$ cat src/rtl/cpu_bus_seq_if.sv
// cpu_bus_seq_if: signal bundle between the core micro-sequencer, the bus
// cycle sequencer and the external memory bus.
//   Request side : req_valid, req_write, req_adr[15:0], req_wdata[7:0], req_ready
//   Response side: rsp_valid, rsp_rdata[7:0]
//   Timing       : tstate[1:0], mcyc_start
//   Memory bus   : adr[15:0], dout[7:0], dout_en, rd, wr, din[7:0]
// Modport slave is the sequencer. Modport master is everything around it
// (the core issuing requests plus the memory returning din).
interface cpu_bus_seq_if;
  logic        req_valid;
  logic        req_write;
  logic [15:0] req_adr;
  logic [7:0]  req_wdata;
  logic        req_ready;
  logic        rsp_valid;
  logic [7:0]  rsp_rdata;
  logic [1:0]  tstate;
  logic        mcyc_start;
  logic [15:0] adr;
  logic [7:0]  dout;
  logic        dout_en;
  logic        rd;
  logic        wr;
  logic [7:0]  din;

  modport slave (
    input  req_valid, req_write, req_adr, req_wdata, din,
    output req_ready, rsp_valid, rsp_rdata, tstate, mcyc_start,
           adr, dout, dout_en, rd, wr
  );

  modport master (
    output req_valid, req_write, req_adr, req_wdata, din,
    input  req_ready, rsp_valid, rsp_rdata, tstate, mcyc_start,
           adr, dout, dout_en, rd, wr
  );
endinterface

$ cat src/rtl/cpu_bus_seq.sv
// cpu_bus_seq: turns one bus request per M-cycle into the four-T-cycle SM83
// bus protocol (T1..T4, one T-cycle per clk with ce high).
// Ports:
//   clk   - system clock
//   reset - synchronous, active-high reset (effective regardless of ce)
//   ce    - T-cycle enable; low freezes all state and registered outputs
//   bus   - cpu_bus_seq_if.slave: request/response, T-state, memory bus
// The request is accepted on the ce clk that ends T4 and drives the next
// M-cycle. Bus outputs are registered so each edge loads the value for the
// T-state being entered; req_ready, tstate and mcyc_start are decoded from
// the T counter.
module cpu_bus_seq (
  input  logic          clk,
  input  logic          reset,
  input  logic          ce,
  cpu_bus_seq_if.slave  bus
);

  typedef enum logic [1:0] {
    K_IDLE  = 2'd0,
    K_READ  = 2'd1,
    K_WRITE = 2'd2
  } kind_t;

  logic [1:0]  r_t;
  kind_t       r_kind;
  logic [7:0]  r_wdata;
  logic [15:0] r_adr;
  logic [7:0]  r_dout;
  logic        r_dout_en;
  logic        r_rd;
  logic        r_wr;
  logic        r_rsp_valid;
  logic [7:0]  r_rsp_rdata;

  logic        w_t4;

  assign w_t4 = (r_t == 2'd3);

  always_ff @(posedge clk) begin
    if (reset) begin
      r_t         <= 2'd0;
      r_kind      <= K_IDLE;
      r_adr       <= 16'h0000;
      r_dout      <= 8'h00;
      r_dout_en   <= 1'b0;
      r_rd        <= 1'b0;
      r_wr        <= 1'b0;
      r_rsp_valid <= 1'b0;
      r_rsp_rdata <= 8'h00;
    end else if (ce) begin
      r_t <= r_t + 2'd1;
      case (r_t)
        // End of T4: accept the next request and set up T1.
        2'd3: begin
          if (!bus.req_valid)     r_kind <= K_IDLE;
          else if (bus.req_write) r_kind <= K_WRITE;
          else                    r_kind <= K_READ;
          r_wdata <= bus.req_wdata;
          // An IDLE M-cycle leaves the previous address on the bus.
          if (bus.req_valid) r_adr <= bus.req_adr;
          r_rd        <= bus.req_valid & ~bus.req_write;
          r_wr        <= 1'b0;
          r_dout_en   <= 1'b0;
          r_rsp_valid <= 1'b0;
        end
        // End of T1: a write starts driving data and raises wr for T2..T3.
        2'd0: begin
          if (r_kind == K_WRITE) begin
            r_dout    <= r_wdata;
            r_dout_en <= 1'b1;
            r_wr      <= 1'b1;
          end
        end
        // End of T3: read data is captured and rd drops before T4, so a
        // following write (wr from T2) can never overlap it.
        2'd2: begin
          if (r_kind == K_READ) begin
            r_rsp_rdata <= bus.din;
            r_rsp_valid <= 1'b1;
            r_rd        <= 1'b0;
          end
          if (r_kind == K_WRITE) begin
            r_wr <= 1'b0;
          end
        end
        default: begin
        end
      endcase
    end
  end

  assign bus.req_ready  = w_t4 & ce;
  assign bus.tstate     = r_t;
  assign bus.mcyc_start = (r_t == 2'd0);
  assign bus.adr        = r_adr;
  assign bus.dout       = r_dout;
  assign bus.dout_en    = r_dout_en;
  assign bus.rd         = r_rd;
  assign bus.wr         = r_wr;
  assign bus.rsp_valid  = r_rsp_valid;
  assign bus.rsp_rdata  = r_rsp_rdata;

endmodule

$ cat src/flat_wrapper.sv
// flat-port wrapper written by rule: the top's interface ports become plain ports
module cpu_bus_seq_flat 
  (clk, reset, ce, bus_req_valid, bus_req_write, bus_req_adr, bus_req_wdata, bus_din, bus_req_ready, bus_rsp_valid, bus_rsp_rdata, bus_tstate, bus_mcyc_start, bus_adr, bus_dout, bus_dout_en, bus_rd, bus_wr);
  cpu_bus_seq_if bus_i ();
  input  logic clk;
  input  logic reset;
  input  logic ce;
  input wire logic [$bits(bus_i.req_valid)-1:0] bus_req_valid;
  input wire logic [$bits(bus_i.req_write)-1:0] bus_req_write;
  input wire logic [$bits(bus_i.req_adr)-1:0] bus_req_adr;
  input wire logic [$bits(bus_i.req_wdata)-1:0] bus_req_wdata;
  input wire logic [$bits(bus_i.din)-1:0] bus_din;
  output wire logic [$bits(bus_i.req_ready)-1:0] bus_req_ready;
  output wire logic [$bits(bus_i.rsp_valid)-1:0] bus_rsp_valid;
  output wire logic [$bits(bus_i.rsp_rdata)-1:0] bus_rsp_rdata;
  output wire logic [$bits(bus_i.tstate)-1:0] bus_tstate;
  output wire logic [$bits(bus_i.mcyc_start)-1:0] bus_mcyc_start;
  output wire logic [$bits(bus_i.adr)-1:0] bus_adr;
  output wire logic [$bits(bus_i.dout)-1:0] bus_dout;
  output wire logic [$bits(bus_i.dout_en)-1:0] bus_dout_en;
  output wire logic [$bits(bus_i.rd)-1:0] bus_rd;
  output wire logic [$bits(bus_i.wr)-1:0] bus_wr;
  assign bus_i.req_valid = bus_req_valid;
  assign bus_i.req_write = bus_req_write;
  assign bus_i.req_adr = bus_req_adr;
  assign bus_i.req_wdata = bus_req_wdata;
  assign bus_i.din = bus_din;
  assign bus_req_ready = bus_i.req_ready;
  assign bus_rsp_valid = bus_i.rsp_valid;
  assign bus_rsp_rdata = bus_i.rsp_rdata;
  assign bus_tstate = bus_i.tstate;
  assign bus_mcyc_start = bus_i.mcyc_start;
  assign bus_adr = bus_i.adr;
  assign bus_dout = bus_i.dout;
  assign bus_dout_en = bus_i.dout_en;
  assign bus_rd = bus_i.rd;
  assign bus_wr = bus_i.wr;
  cpu_bus_seq u_core (.clk(clk), .reset(reset), .ce(ce), .bus(bus_i));
endmodule
$ cat config.mk
export PLATFORM = sky130hd
export DESIGN_NAME = cpu_bus_seq_flat
export DESIGN_NICKNAME = d
export VERILOG_FILES = /design/src/rtl/cpu_bus_seq_if.sv /design/src/rtl/cpu_bus_seq.sv /design/src/flat_wrapper.sv
export SDC_FILE = /design/constraint.sdc
export NUM_CORES = 1
export LEC_CHECK = 0
export CAP_MARGIN = 10
export CORE_ASPECT_RATIO = 0.6
export CORE_UTILIZATION = 41
export CTS_CLUSTER_SIZE = 28
export DETAILED_ROUTE_END_ITERATION = 16
export PLACE_DENSITY_LB_ADDON = 0.1
export SKIP_LAST_GASP = 1
export SLEW_MARGIN = 5
export SYNTH_ARGS = -nofsm -noshare
export SYNTH_HDL_FRONTEND = slang
export SYNTH_SLANG_ARGS = --single-unit
export TNS_END_PERCENT = 30
$ cat constraint.sdc
create_clock -name clk -period 1.84 [get_ports clk]
set_input_delay 0.46 -clock clk [delete_from_list [all_inputs] [get_ports clk]]
set_output_delay 0.46 -clock clk [all_outputs]
set_load 0.005 [all_outputs]
* After elaboration in Yosys (flattened, before gate mapping)
Index checks and enable logic that the tools add are counted.
** Word-level totals
- Input bits :: 37
- Register bits after elaboration :: 48
- Memories :: 0
- Bits in latches :: 0
- RAM bits :: 0
- ROM bits :: 0
- Output and inout port bits :: 40
** Cells by class
- Shift-type cells :: 0
- Bitwise gates (word level) :: 4
- Equal/unequal tests :: 7
- Reductions and logical operators :: 12
- Multiplexer cells :: 10
- Magnitude comparators :: 0
- $add $sub $neg :: 1
- Div/mod/pow operators :: 0
- Multipliers :: 0
** Operators with widths (count)
- AND reduction 3 bit :: 6
- == test 2 bit (second input constant) :: 3
- inequality test 2 x 1 -> 1 bit (second input constant) :: 3
- case mux 1 bit (2 select lines) :: 3
- two-way mux 1 bit :: 4
- two-way mux 2 bit :: 2
- AND reduction 4 bit :: 1
- nonzero test 2 bit :: 2
- case mux 1 bit (3 select lines) :: 1
- nonzero test 3 bit :: 1
- adder 2 x 1 -> 2 bit (second input constant) :: 1
- bitwise AND 1 bit :: 2
- == test 2 x 1 -> 1 bit (second input constant) :: 1
- zero test 2 bit :: 1
- NOT 1 bit :: 2
- AND reduction 2 bit :: 1

* Longest topological paths before layout
- Word-level depth :: 3
- Depth in mapped cells :: 6
- Mapped depth without buffers :: 5

* Least setup slack after synthesis
OpenSTA, ideal clock, no wires.
- Path type :: input-to-reg
- From :: input port reset
- To :: register u_core.r_wdata[0], enable pin
- Data required time :: 1.470 ns
- Setup slack :: 0.284 ns
- Cell stages on the path :: 3
- Arrival :: 1.186 ns
- Library setup time :: 0.370 ns
- Cells stage by stage :: clkbuf_1 -> clkbuf_1 -> nor2_1
** On the way
- Cells in the longest elaborated chain, start to end :: 2
** RTL lines
- start, declared :: RTL line flat_wrapper.sv:6 : input logic reset;
- NOT 1 bit (no line)
- AND reduction 3 bit (no line)
- end signal, assigned :: RTL line cpu_bus_seq.sv:59 : r_wdata <= bus.req_wdata;
- end, declared :: RTL line cpu_bus_seq.sv:27 : logic [7:0] r_wdata;
No other way between the ends.
A chain may end at the register's enable or synchronous reset.

* Worst setup path in the final report
- From :: register u_core.r_t[0], in the netlist u_core.bus.tstate[0]
- To :: output port bus_tstate[0]
** RTL lines
- start, declared :: RTL line cpu_bus_seq.sv:25 : logic [1:0] r_t;
- start signal, assigned :: RTL line cpu_bus_seq.sv:52 : r_t <= r_t + 2'd1;
- end, declared :: RTL line flat_wrapper.sv:16 : output wire logic [$bits(bus_i.tstate)-1:0] bus_tstate;
No word-level cell between the ends.

==> flow_summary.json <==
{
  "cts_root_buffer": "clkbuf_8",
  "viasPerCell": 4.56,
  "grt_use_met2_pct": 27.2,
  "clock_sinks": 48,
  "antenna_found_initial": 0,
  "final_area_sq_um": 2780,
  "critPathMaxFanout": 3,
  "clk_latency_ns": 0.29,
  "synthToLayoutAreaGrowth_pct": 57.1,
  "netlist_top_cells_count": "nand2_1, dfxtp_1, a21oi_1",
  "coreArea_sq_um": 4120,
  "totalWireLength_um": 4040,
  "grt_first_pass_wirelength_um": 6070,
  "clk_pin_slew_ns": 0.08,
  "synthTopCellsByArea": "dfxtp_1, nand2_1, edfxtp_1, a21oi_1, ha_1",
  "tightest_slew_ns": 0.293,
  "cp-start-kind": "flip-flop",
  "fin_crit_ns": 1.74,
  "postCtsHoldBufs": 0,
  "critical_path_class": "flip-flop to output pin",
  "rows": 18,
  "cp_data_arrival_time_ns": 1.28,
  "grt_usage_pct": 17.6,
  "yosysTopAreaCellShare_pct": 45.2,
  "finalSetupTns_ns": 0,
  "die_h_um": 52.9,
  "async_flop_share_pct": 0,
  "grt_pass1_vias": 1315,
  "synth_edf_count": 8,
  "yosys_register_bits": 48,
  "grt_max_degree": 23,
  "grt.met1_usage_pct": 23.7,
  "clock.fmax_ghz": 0.576,
  "yosysWarnings": 0,
  "yosys.area.top_type": "dfxtp_1",
  "start_util_pct": 43.0,
  "die_area_sq_um": 4590,
  "final_layout_size_suffix_gt1_share_pct": 9.96,
  "drv_slew": 0,
  "drc_errors": 0,
  "wire_per_inst_um": 11.8,
  "hold_class": "flip-flop to flip-flop",
  "drtIter0Drc": 35,
  "antenna_left": 0,
  "crit_path_end_kind": "output pin",
  "use_met3_pct": 5.46,
  "dpl-instance-area_sq_um": 2650,
  "antenna_cells": 0,
  "die_x_um": 86.8,
  "pwr_density_cell_nw_per_um2": 668,
  "leakage_nw": 0.975,
  "drt_first_pass_iters": 4,
  "vias": 1554,
  "required_ns": 1.38,
  "max_slew_margin_pct": 80.4,
  "syn_inst": 195,
  "ir_drop_mv": 0.466,
  "yosysMostFrequentCell": "nand2_1",
  "ys_seq_area_share_pct": 58.8,
  "hold_violations": 0,
  "place_hpwl_um": 2920,
  "nNetsFinal": 321,
  "netlist_area_sq_um": 1770,
  "setup_violations": 0,
  "finalCritPeriodShare_pct": 94.4,
  "cts_buffer_depth": 2,
  "syn_area_per_cell_sq_um": 9.08,
  "io_pins": 77,
  "htree_levels": 2,
  "synth_flop_cell": "dfxtp_1",
  "busiest_layer": "met2",
  "yosysUniqueCellTypes": 26,
  "cap_violations": 0,
  "tritoncts.num_buffers": 5,
  "place_congestion": 0.776,
  "cts_tree": "built",
  "grt_overflow": 0,
  "grt_setup_unrepaired": "false",
  "io_buffers": 76,
  "skew_ns": 0.00640,
  "syn-num-nets": 236,
  "outcome": "finished, final reports clean"
}
[power by group]
group          internal [W]  switching (W)  leakage, nW
Combinational      0.000117      0.0000649        0.542
Sequential          0.00107     0.00000845        0.396
Clock              0.000262       0.000331       0.0378
[registers in the layout, summed over array words and instances (netlist names), 2 cells and up]
name                  cells
u_core.bus.adr           16
u_core.bus.dout           8
u_core.bus.rsp_rdata      8
u_core.r_wdata            8
u_core.bus.tstate         2
u_core.r_kind             2
[layout by cell type (no fill, tap or decap), drive strengths merged]
cell,synthesis,layout
clkinvlp,0,2
nor2b,2,2
dlygate4sd2,0,2
or4b,1,1
nand4b,3,3
clkdlybuf4s50,0,73
and3b,1,1
dfxtp,40,40
nand3,1,1
dlymetal6s2s,0,1
a22oi,1,1
nand2,67,67
and3,1,1
clkbuf,7,5
o211ai,1,1
edfxtp,8,8
nor2,5,5
xnor2,1,1
a21oi,36,36
inv,4,4
a31o,1,1
buf,4,13
clkinv,0,1
mux2i,1,1
ha,4,4
nor3,1,1
o21ai,3,3
and4b,2,2
[layer usage]
| layer | up-vias | share of wire [%] |
|---|---|---|
| met2 | 42 | 43 |
| met1 | 693 | 50 |
| met5 | - | 0 |
| li1 | 817 | - |
| met3 | 2 | 6.6 |
| met4 | 0 | 0.40 |
[area by class of cell]
type                    instances  area (sq um)
clock buffers                   5          68.8
clock inverters                 3          18.8
fillers                       344          1340
inverters                       4          15.0
multi-input cells             132           684
flip-flops and latches         48          1050
well taps                      60          75.1
repair buffers                 89           871
[repair_timing]
item | 4_1_cts | 5_1_grt
gates resized for setup | 12 | 1
setup endpoints to repair | 2 | 1
setup buffers | 1 | 0
hold endpoints to repair | 0 | 0
[final timing paths]
kind                                               from                 endpoint  slack (ns)  cells after the start
worst max-delay path               u_core.bus.tstate[0]            bus_tstate[0]        0.10                      2
worst min-delay path            u_core.bus.rsp_rdata[3]  u_core.bus.rsp_rdata[3]        0.45                      2
worst max register to register     u_core.bus.tstate[0]  u_core.bus.rsp_rdata[4]        0.42                      5
worst min register to register  u_core.bus.rsp_rdata[3]  u_core.bus.rsp_rdata[3]        0.45                      2
[metrics by stage]
stage,std cells,hold WS [ns],worst slack [ns],total power [W],utilization [%]
floorplan,195,0.453,0.284,0.00116,-
global placement,332,0.441,-0.208,0.00128,64.4
detailed placement,332,0.447,-0.206,0.00128,64.4
CTS,341,0.458,-0.0319,0.00188,67.4
global route,341,0.477,0.0451,0.00194,67.5
finish,341,0.453,0.104,0.00186,67.5
[worst max-delay path, stage by stage, from the launching register on]
cell	delay, ns
dfxtp_4	0.38
buf_4	0.12
clkdlybuf4s50_1	0.49
[cells by family after synthesis]
group / synth area share [%]
adder cells (fa/ha/maj): 2.83
flip-flops: 58.8
buffers and inverters: 3.96
AO/OA/AOI/OAI: 12.4
multiplexers: 0.565
AND/OR/NAND/NOR: 21.0
XOR/XNOR: 0.495
Power figures use the tool's default switching activity.
